<file path="src/rtl/branch_predictor.sv">
// -----------------------------------------------------------------------------
// branch_predictor
//
// Direct-mapped branch target buffer with 2-bit saturating direction counters.
//
// Fetch asks for a prediction combinationally. Execute reports each resolved
// branch, and the table trains on those reports. Each entry holds valid, tag,
// target and a 2-bit counter. Only the valid vector and the statistics
// counters are reset.
//
// Ports
//   clk                       clock, all state updates on the rising edge
//   rst                       synchronous reset, active low
//   fetchPc                   PC being fetched this cycle
//   predictTaken              predicted direction for fetchPc
//   predictedNextPc           predicted next fetch PC
//   exIsBranch                single-cycle strobe: a branch resolved this cycle
//   exBranchTaken             resolved direction
//   exIsBranchTakenPredicted  prediction that travelled with the branch
//   exPc                      PC of the resolved branch
//   exIrregPc                 resolved target (only used when taken)
//   branchCount               resolved-branch count (stats build only, else 0)
//   missCount                 misprediction count (stats build only, else 0)
//
// Optional feature macro: BRANCH_PREDICTOR_STATS_EN
//   When it is defined, the branch and miss counters are built.
//   When it is not defined, both count outputs are tied to zero.
// -----------------------------------------------------------------------------
module branch_predictor #(
   parameter int INDEX_WIDTH = 6
) (
   input  logic        clk,
   input  logic        rst,
   input  logic [31:0] fetchPc,
   output logic        predictTaken,
   output logic [31:0] predictedNextPc,
   input  logic        exIsBranch,
   input  logic        exBranchTaken,
   input  logic        exIsBranchTakenPredicted,
   input  logic [31:0] exPc,
   input  logic [31:0] exIrregPc,
   output logic [31:0] branchCount,
   output logic [31:0] missCount
);

   localparam int TAG_WIDTH = 30 - INDEX_WIDTH;
   localparam int ENTRIES   = 1 << INDEX_WIDTH;

   logic [ENTRIES-1:0]   valid_q, valid_d;
   logic [TAG_WIDTH-1:0] tag_q    [ENTRIES];
   logic [31:0]          target_q [ENTRIES];
   logic [1:0]           ctr_q    [ENTRIES];

   // ---------------- lookup ----------------
   logic [INDEX_WIDTH-1:0] fetch_idx;
   logic [TAG_WIDTH-1:0]   fetch_tag;
   logic                   fetch_hit;

   assign fetch_idx = fetchPc[INDEX_WIDTH+1:2];
   assign fetch_tag = fetchPc[31:INDEX_WIDTH+2];
   assign fetch_hit = valid_q[fetch_idx] && (tag_q[fetch_idx] == fetch_tag);

   // The lookup reads the registered entry only. A write in this same cycle
   // becomes visible one cycle later.
   // While reset is held, the prediction is forced to fall-through.
   assign predictTaken    = rst && fetch_hit && ctr_q[fetch_idx][1];
   assign predictedNextPc = predictTaken ? target_q[fetch_idx] : (fetchPc + 32'd4);

   // ---------------- training ----------------
   logic [INDEX_WIDTH-1:0] ex_idx;
   logic [TAG_WIDTH-1:0]   ex_tag;
   logic                   ex_hit;
   logic                   train_en;
   logic                   do_alloc;
   logic                   do_inc;
   logic                   do_dec;
   logic [1:0]             ctr_cur;
   logic [1:0]             ctr_d;

   assign ex_idx   = exPc[INDEX_WIDTH+1:2];
   assign ex_tag   = exPc[31:INDEX_WIDTH+2];
   assign ex_hit   = valid_q[ex_idx] && (tag_q[ex_idx] == ex_tag);
   assign train_en = rst && exIsBranch;

   // A taken miss allocates. If another tag is resident at that index, it is
   // evicted.
   assign do_alloc = train_en &&  exBranchTaken && !ex_hit;
   assign do_inc   = train_en &&  exBranchTaken &&  ex_hit;
   assign do_dec   = train_en && !exBranchTaken &&  ex_hit;
   assign ctr_cur  = ctr_q[ex_idx];

   always_comb begin
      ctr_d = ctr_cur;
      if (do_alloc) begin
         ctr_d = 2'b10;
      end else if (do_inc) begin
         ctr_d = (ctr_cur == 2'b11) ? 2'b11 : ctr_cur + 2'd1;
      end else if (do_dec) begin
         ctr_d = (ctr_cur == 2'b00) ? 2'b00 : ctr_cur - 2'd1;
      end
   end

   always_comb begin
      valid_d = valid_q;
      if (do_alloc) begin
         valid_d[ex_idx] = 1'b1;
      end
   end

   always_ff @(posedge clk) begin
      if (!rst) begin
         valid_q <= '0;
      end else begin
         valid_q <= valid_d;
      end
   end

   // The payload fields are not reset. An entry with its valid bit clear is
   // never used, so its stale contents do no harm.
   always_ff @(posedge clk) begin
      if (do_alloc) begin
         tag_q[ex_idx] <= ex_tag;
      end
      if (do_alloc || do_inc) begin
         target_q[ex_idx] <= exIrregPc;
      end
      if (do_alloc || do_inc || do_dec) begin
         ctr_q[ex_idx] <= ctr_d;
      end
   end

   // ---------------- statistics ----------------
`ifdef BRANCH_PREDICTOR_STATS_EN
   logic [31:0] branch_cnt_q, branch_cnt_d;
   logic [31:0] miss_cnt_q,   miss_cnt_d;

   always_comb begin
      branch_cnt_d = branch_cnt_q;
      miss_cnt_d   = miss_cnt_q;
      if (exIsBranch) begin
         branch_cnt_d = branch_cnt_q + 32'd1;
         if (exBranchTaken != exIsBranchTakenPredicted) begin
            miss_cnt_d = miss_cnt_q + 32'd1;
         end
      end
   end

   always_ff @(posedge clk) begin
      if (!rst) begin
         branch_cnt_q <= '0;
         miss_cnt_q   <= '0;
      end else begin
         branch_cnt_q <= branch_cnt_d;
         miss_cnt_q   <= miss_cnt_d;
      end
   end

   assign branchCount = branch_cnt_q;
   assign missCount   = miss_cnt_q;

   logic unused_ok;
   assign unused_ok = ^exPc[1:0];
`else
   assign branchCount = 32'd0;
   assign missCount   = 32'd0;

   logic unused_ok;
   assign unused_ok = ^{exPc[1:0], exIsBranchTakenPredicted};
`endif

endmodule

</file>
<file path="config.mk">
export PLATFORM = sky130hd
export DESIGN_NAME = branch_predictor
export DESIGN_NICKNAME = d
export VERILOG_FILES = /design/src/rtl/branch_predictor.sv
export SDC_FILE = /design/constraint.sdc
export NUM_CORES = 2
export LEC_CHECK = 0
export ABC_CLOCK_PERIOD_IN_PS = 7800
export BUFFER_PORTS_ARGS = -buffer_cell sky130_fd_sc_hd__buf_2
export CAP_MARGIN = 10
export CORE_MARGIN = 5
export CORE_UTILIZATION = 50
export CTS_CLUSTER_SIZE = 14
export DETAILED_ROUTE_END_ITERATION = 7
export GPL_ROUTABILITY_DRIVEN = 0
export PLACE_DENSITY = 0.68
export SLEW_MARGIN = 5
export SYNTH_ARGS = -nofsm -noshare
export SYNTH_HDL_FRONTEND = slang
export SYNTH_SLANG_ARGS = --single-unit
</file>
<file path="constraint.sdc">
create_clock -name clk -period 7.8 [get_ports clk]
set_input_delay 0 -clock clk [delete_from_list [all_inputs] [get_ports clk]]
set_output_delay 0 -clock clk [all_outputs]
set_load 0.02 [all_outputs]
</file>
Yosys cells after proc, flatten, opt, wreduce, memory -nomap -nowiden
Memory sizes are Yosys's and may differ from the RTL's.
Cells that the tools add are included.
- flip-flop bits (word level): 64
- bits in latches: 0
- bits in writable memories: 3712
- bits in read-only memories: 0
- bits of input ports: 101
- output and inout port bits: 97
- word-level logic and storage cells: 48
- memories: 3
- memory list (name ; words ; width ; read ports ; clocked after Yosys merged registers in ; write ports ; RTL line ; source):
    target_q ; 64 ; 32 ; 1 ; 0 ; 1 ; 51 ; logic [31:0] target_q [ENTRIES];
    tag_q ; 64 ; 24 ; 2 ; 0 ; 1 ; 50 ; logic [TAG_WIDTH-1:0] tag_q [ENTRIES];
    ctr_q ; 64 ; 2 ; 2 ; 0 ; 1 ; 52 ; logic [1:0] ctr_q [ENTRIES];
- add/subtract/negate cells: 3
- $mul: 0
- divide/modulo/power cells: 0
- magnitude comparators: 3
- equality and inequality tests: 3
- shifts and indexed selects: 0
- multiplexer cells: 18
- bitwise gates (word level): 1
- reductions and logical operators: 16
- operators with widths (cell ; number):
    $or 64x64->64 ; 1
    $eq 24x24->1 ; 2
    $add 32x3->32 const B ; 1
    $mux 32 ; 1
    $lt 6x7->1 const B ; 2
    $bmux 1 s6 ; 2
    $logic_and 1x1->1 ; 11
    $mux 2 ; 5
    $mux 1 ; 9
    $demux 1 s6 ; 1
    $ge 6x1->1 const B ; 1
    $add 2x1->2 const B ; 1
    $eq 2x2->1 const B ; 1
    $logic_not 1->1 ; 2
    $logic_not 2->1 ; 1
    $logic_or 1x1->1 ; 2
    $sub 2x1->2 const B ; 1

Logic depth before layout (Yosys ltp)
- depth after elaboration: 9
- gate-level depth with buffers: 19
- depth with buffers taken out: 10

Worst setup path after synthesis
No wires, ideal clock.
- path kind: input to register
- start point: input exPc[2]
- end point: memory ctr_q[0][1], data pin
- library setup time: 0.501 ns
- arrival: 3.987 ns
- data required time: 7.299 ns
- slack: 3.312 ns
- stages on the path: 13
- path buffers: 6
- cells stage by stage: buf_6 -> buf_8 -> buf_8 -> buf_6 -> buf_2 -> buf_2 -> nor3b_1 -> a22oi_1 -> and4_1 -> a211oi_1 -> a311oi_2 -> o2111a_1 -> nor2_1
- longest elaborated chain between the ends: 7
- elaborated cells on any way between the ends: 19
- classes of those cells: add/sub: 2; eq/ne: 2; mux: 7; reduce/logical: 6; memory: 2
- ends and longest elaborated chain (what ; RTL line ; source):
    start: declaration ; 40 ; input logic [31:0] exPc,
    $mem_v2 64x24 / $bmux 1 s6 (equally long branches) ; n/a ;
    $eq 24x24->1 / $mux 1 (equally long branches) ; 82 ; assign ex_hit = valid_q[ex_idx] && (tag_q[ex_idx] == ex_tag);
    $logic_and 1x1->1 ; 82 ;
    $logic_and 1x1->1 ; 89 ; assign do_dec = train_en && !exBranchTaken && ex_hit;
    $mux 2 ; 98 ; end else if (do_dec) begin
    $mux 2 ; 96 ; end else if (do_inc) begin
    $mux 2 (*) ; 94 ; if (do_alloc) begin
    via ctr_d[1] ; 78 ; logic [1:0] ctr_d;
    end: declaration ; 52 ;
The timed path passes the listed nets; every way through them passes the cells marked *. The select of a mux whose other input is x is not followed.

==> reports/qor.yml <==
power:
  ir_drop_mv: 0.246
  p_per_area_mw_per_mm2: 241
  p_leak_nw: 56.0
clock_network:
  cts-root-buf: "clkbuf_16"
  clock-sinks: 3776
  cts_buffers: 378
  cts_buffer_depth: 4
  cts_tree: "yes"
  clock_latency_ps: 980
  cts_resized: 0
  h-tree-depth: 5
  path_clk_slew_ps: 60
floorplan:
  die_x_um: 577
  die_y_um: 577
  ios: 198
  die_area_mm2: 0.333
  core_mm2: 0.321
  start_util_pct: 50.1
  num_rows: 208
routing:
  wire_per_inst_um: 40.6
  vias_per_cell: 7.12
  ant_nets: 0
  drcViolationCount: 10
  first_pass_iters: 8
  drtIter0Drc: 15200
  finalWirelength_um: 524000
  vias: 91900
setup_path:
  required_ps: 7800
  critPathArrivalTime_ps: 6450
  crit_fanout: 14
  path_class: "reg2out"
  start_kind: "flip-flop"
  endpoint_kind: "primary output"
global_routing:
  grt_pass1_vias: 90800
  grt_max_degree: 129
  grt_usage_pct: 31.1
  overflow: 0
  antenna_found_initial: 40
  grt_first_pass_wirelength_um: 721000
yosys:
  synth-seq-cells: 3776
  synthCells: 7916
  synth_area_leader_cell: "edfxtp_1"
  synth_top_flop_cell: "edfxtp_1"
  synthArstFlopShare_pct: 0
  syn_area_mm2: 0.161
  synth_warnings: 0
  synth_edf_count: 3712
  synth_area_leaders: "edfxtp_1 (69%), mux4_2 (18%), mux2i_1 (1.8%)"
  seq_area_frac_synth_pct: 70.1
  ys_types: 106
  syn_area_per_cell_um2: 20.3
  synth_top_area_share_pct: 69.4
status:
  violations: "DRC"
  status: "finished, violations left"
run:
  drv_cap: 0
placement:
  hpwl_um: 301000
  portBuffers: 130
  placed_area_mm2: 0.167
timing:
  finalCriticalPeriod_ps: 6450
  slew_headroom_pct: 8.23
  drv_slew: 0
  fin_setup_tns_ps: 0
  min_period_over_period_pct: 82.7
  fmax_mhz: 155
  timing.hold.ws_ps: 212
  worst_pin_slew_ps: 1370
  rsz0062_at_grt: "false"
  skew_ps: 43.3
  hold_viol_final: 0
  setup_viol: 0
min_path:
  hp-class: "in2reg"
final_layout:
  drive_gt1_share_pct: 30.8
  final_cell_area_mm2: 0.180
  finalNetCount: 8351
  finish.utilization_pct: 56.2
  syn_to_final_growth_pct: 12.1
final cells by class:
type / count / area (um2)
diodes: 34 / 85.1
clock buffers: 467 / 10000
clock inverters: 232 / 2120
fillers: 23600 / 140000
inverters: 19 / 85.1
multi-input cells: 3546 / 45700
flip-flops and latches: 3776 / 113000
well taps: 4305 / 5390
repair buffers: 528 / 4050
layer usage:
metal	up-vias	GRT usage, %	share of wire (%)
met1	48100	39.5	34
li1	34600	-	-
met2	7501	46.9	46
met4	14	18.5	7.1
met5	-	0	0.018
met3	1799	10.2	13
cells in the final DEF (no fill, tap or decap), types with 19 or more instances in the layout:
cell type and n:
o221ai_1 29, a22oi_1 217, mux4_2 1253, a221o_1 21, a21oi_1 88, buf_2 124, buf_4 323, conb_1 64
bufinv_16 35, a22o_1 19, clkinv_1 86, mux2_2 90, nor4_2 69, nor2_4 132, nand3_1 77, edfxtp_1 3712
dlygate4sd3_1 59, clkbuf_16 387, o21ai_0 119, nand2_1 248, mux2i_1 290, o22ai_1 73, diode_2 34, xnor2_1 48
a211oi_1 24, clkbuf_1 77, nor2_1 68, a31oi_1 36, nor3_1 39, dfxtp_1 64, a221oi_1 108, clkinv_2 78
synthesized netlist by cell type, drive strengths merged (19+ instances only):
cell type	count
a2111oi	19
a211oi	25
a21oi	90
a221o	21
a221oi	109
a22o	19
a22oi	217
a31oi	36
and2	21
and3	19
buf	421
clkbuf	217
dfxtp	64
edfxtp	3712
mux2	93
mux2i	290
mux4	1253
nand2	257
nand3	79
nor2	200
nor2b	26
nor3	42
nor4	82
o211ai	23
o21ai	138
o221ai	29
o22ai	73
xnor2	48
per-stage QoR:
stage | total power [W] | setup WS [ps] | std cells
finish | 0.0434 | 1350 | 12900
CTS | 0.0435 | 1530 | 12900
detailed placement | 0.0257 | 1480 | 12100
floorplan | 0.0245 | 3310 | 7979
global route | 0.0445 | 1330 | 12900
global placement | 0.0256 | 1360 | 12100
registers in the layout, indices dropped and copies added (netlist names):
name / count
valid_q: 64
target_q: 2048
ctr_q: 128
tag_q: 1536
worst max-delay path, stage by stage (launching register included):
cell      delay (ps)
edfxtp_1         380
mux4_2           490
a22o_1           260
a211oi_1         740
a211oi_1         250
nor3_1           730
xnor2_1          300
or4b_1           590
nor4_1           230
and4b_2          540
buf_4            360
mux2_2           440
buf_2            180
power by group:
group	switching, W	internal (W)	leakage (nW)
clock network	0.00778	0.0103	5.94
logic	0.00197	0.00104	16.1
registers	0.0000151	0.0223	33.9
path summary, 6_finish.rpt:
kind	start	endpoint	slack, ps	cells past startpoint
min reg2reg	valid_q[11]	valid_q[11]	480	2
max reg2reg	tag_q[9][18]	tag_q[3][11]	1850	12
min	exPc[23]	tag_q[25][15]	210	3
max	tag_q[31][8]	predictedNextPc[19]	1350	12
what timing repair did:
item	in CTS	in global routing
endpoints found under the hold margin	3699	0
hold buffers	59	0
setup buffers	0	0
cells by family after synthesis:
kind of cell	share of synthesized area [%]
adder cells (fa/ha/maj)	0.00778
multiplexers	20.0
AND/OR/NAND/NOR	2.97
flip-flops	70.1
buffers and inverters	2.29
other	0.00233
XOR/XNOR	0.354
AO/OA/AOI/OAI	4.21
No activity file was read; power rests on OpenSTA's default activity.
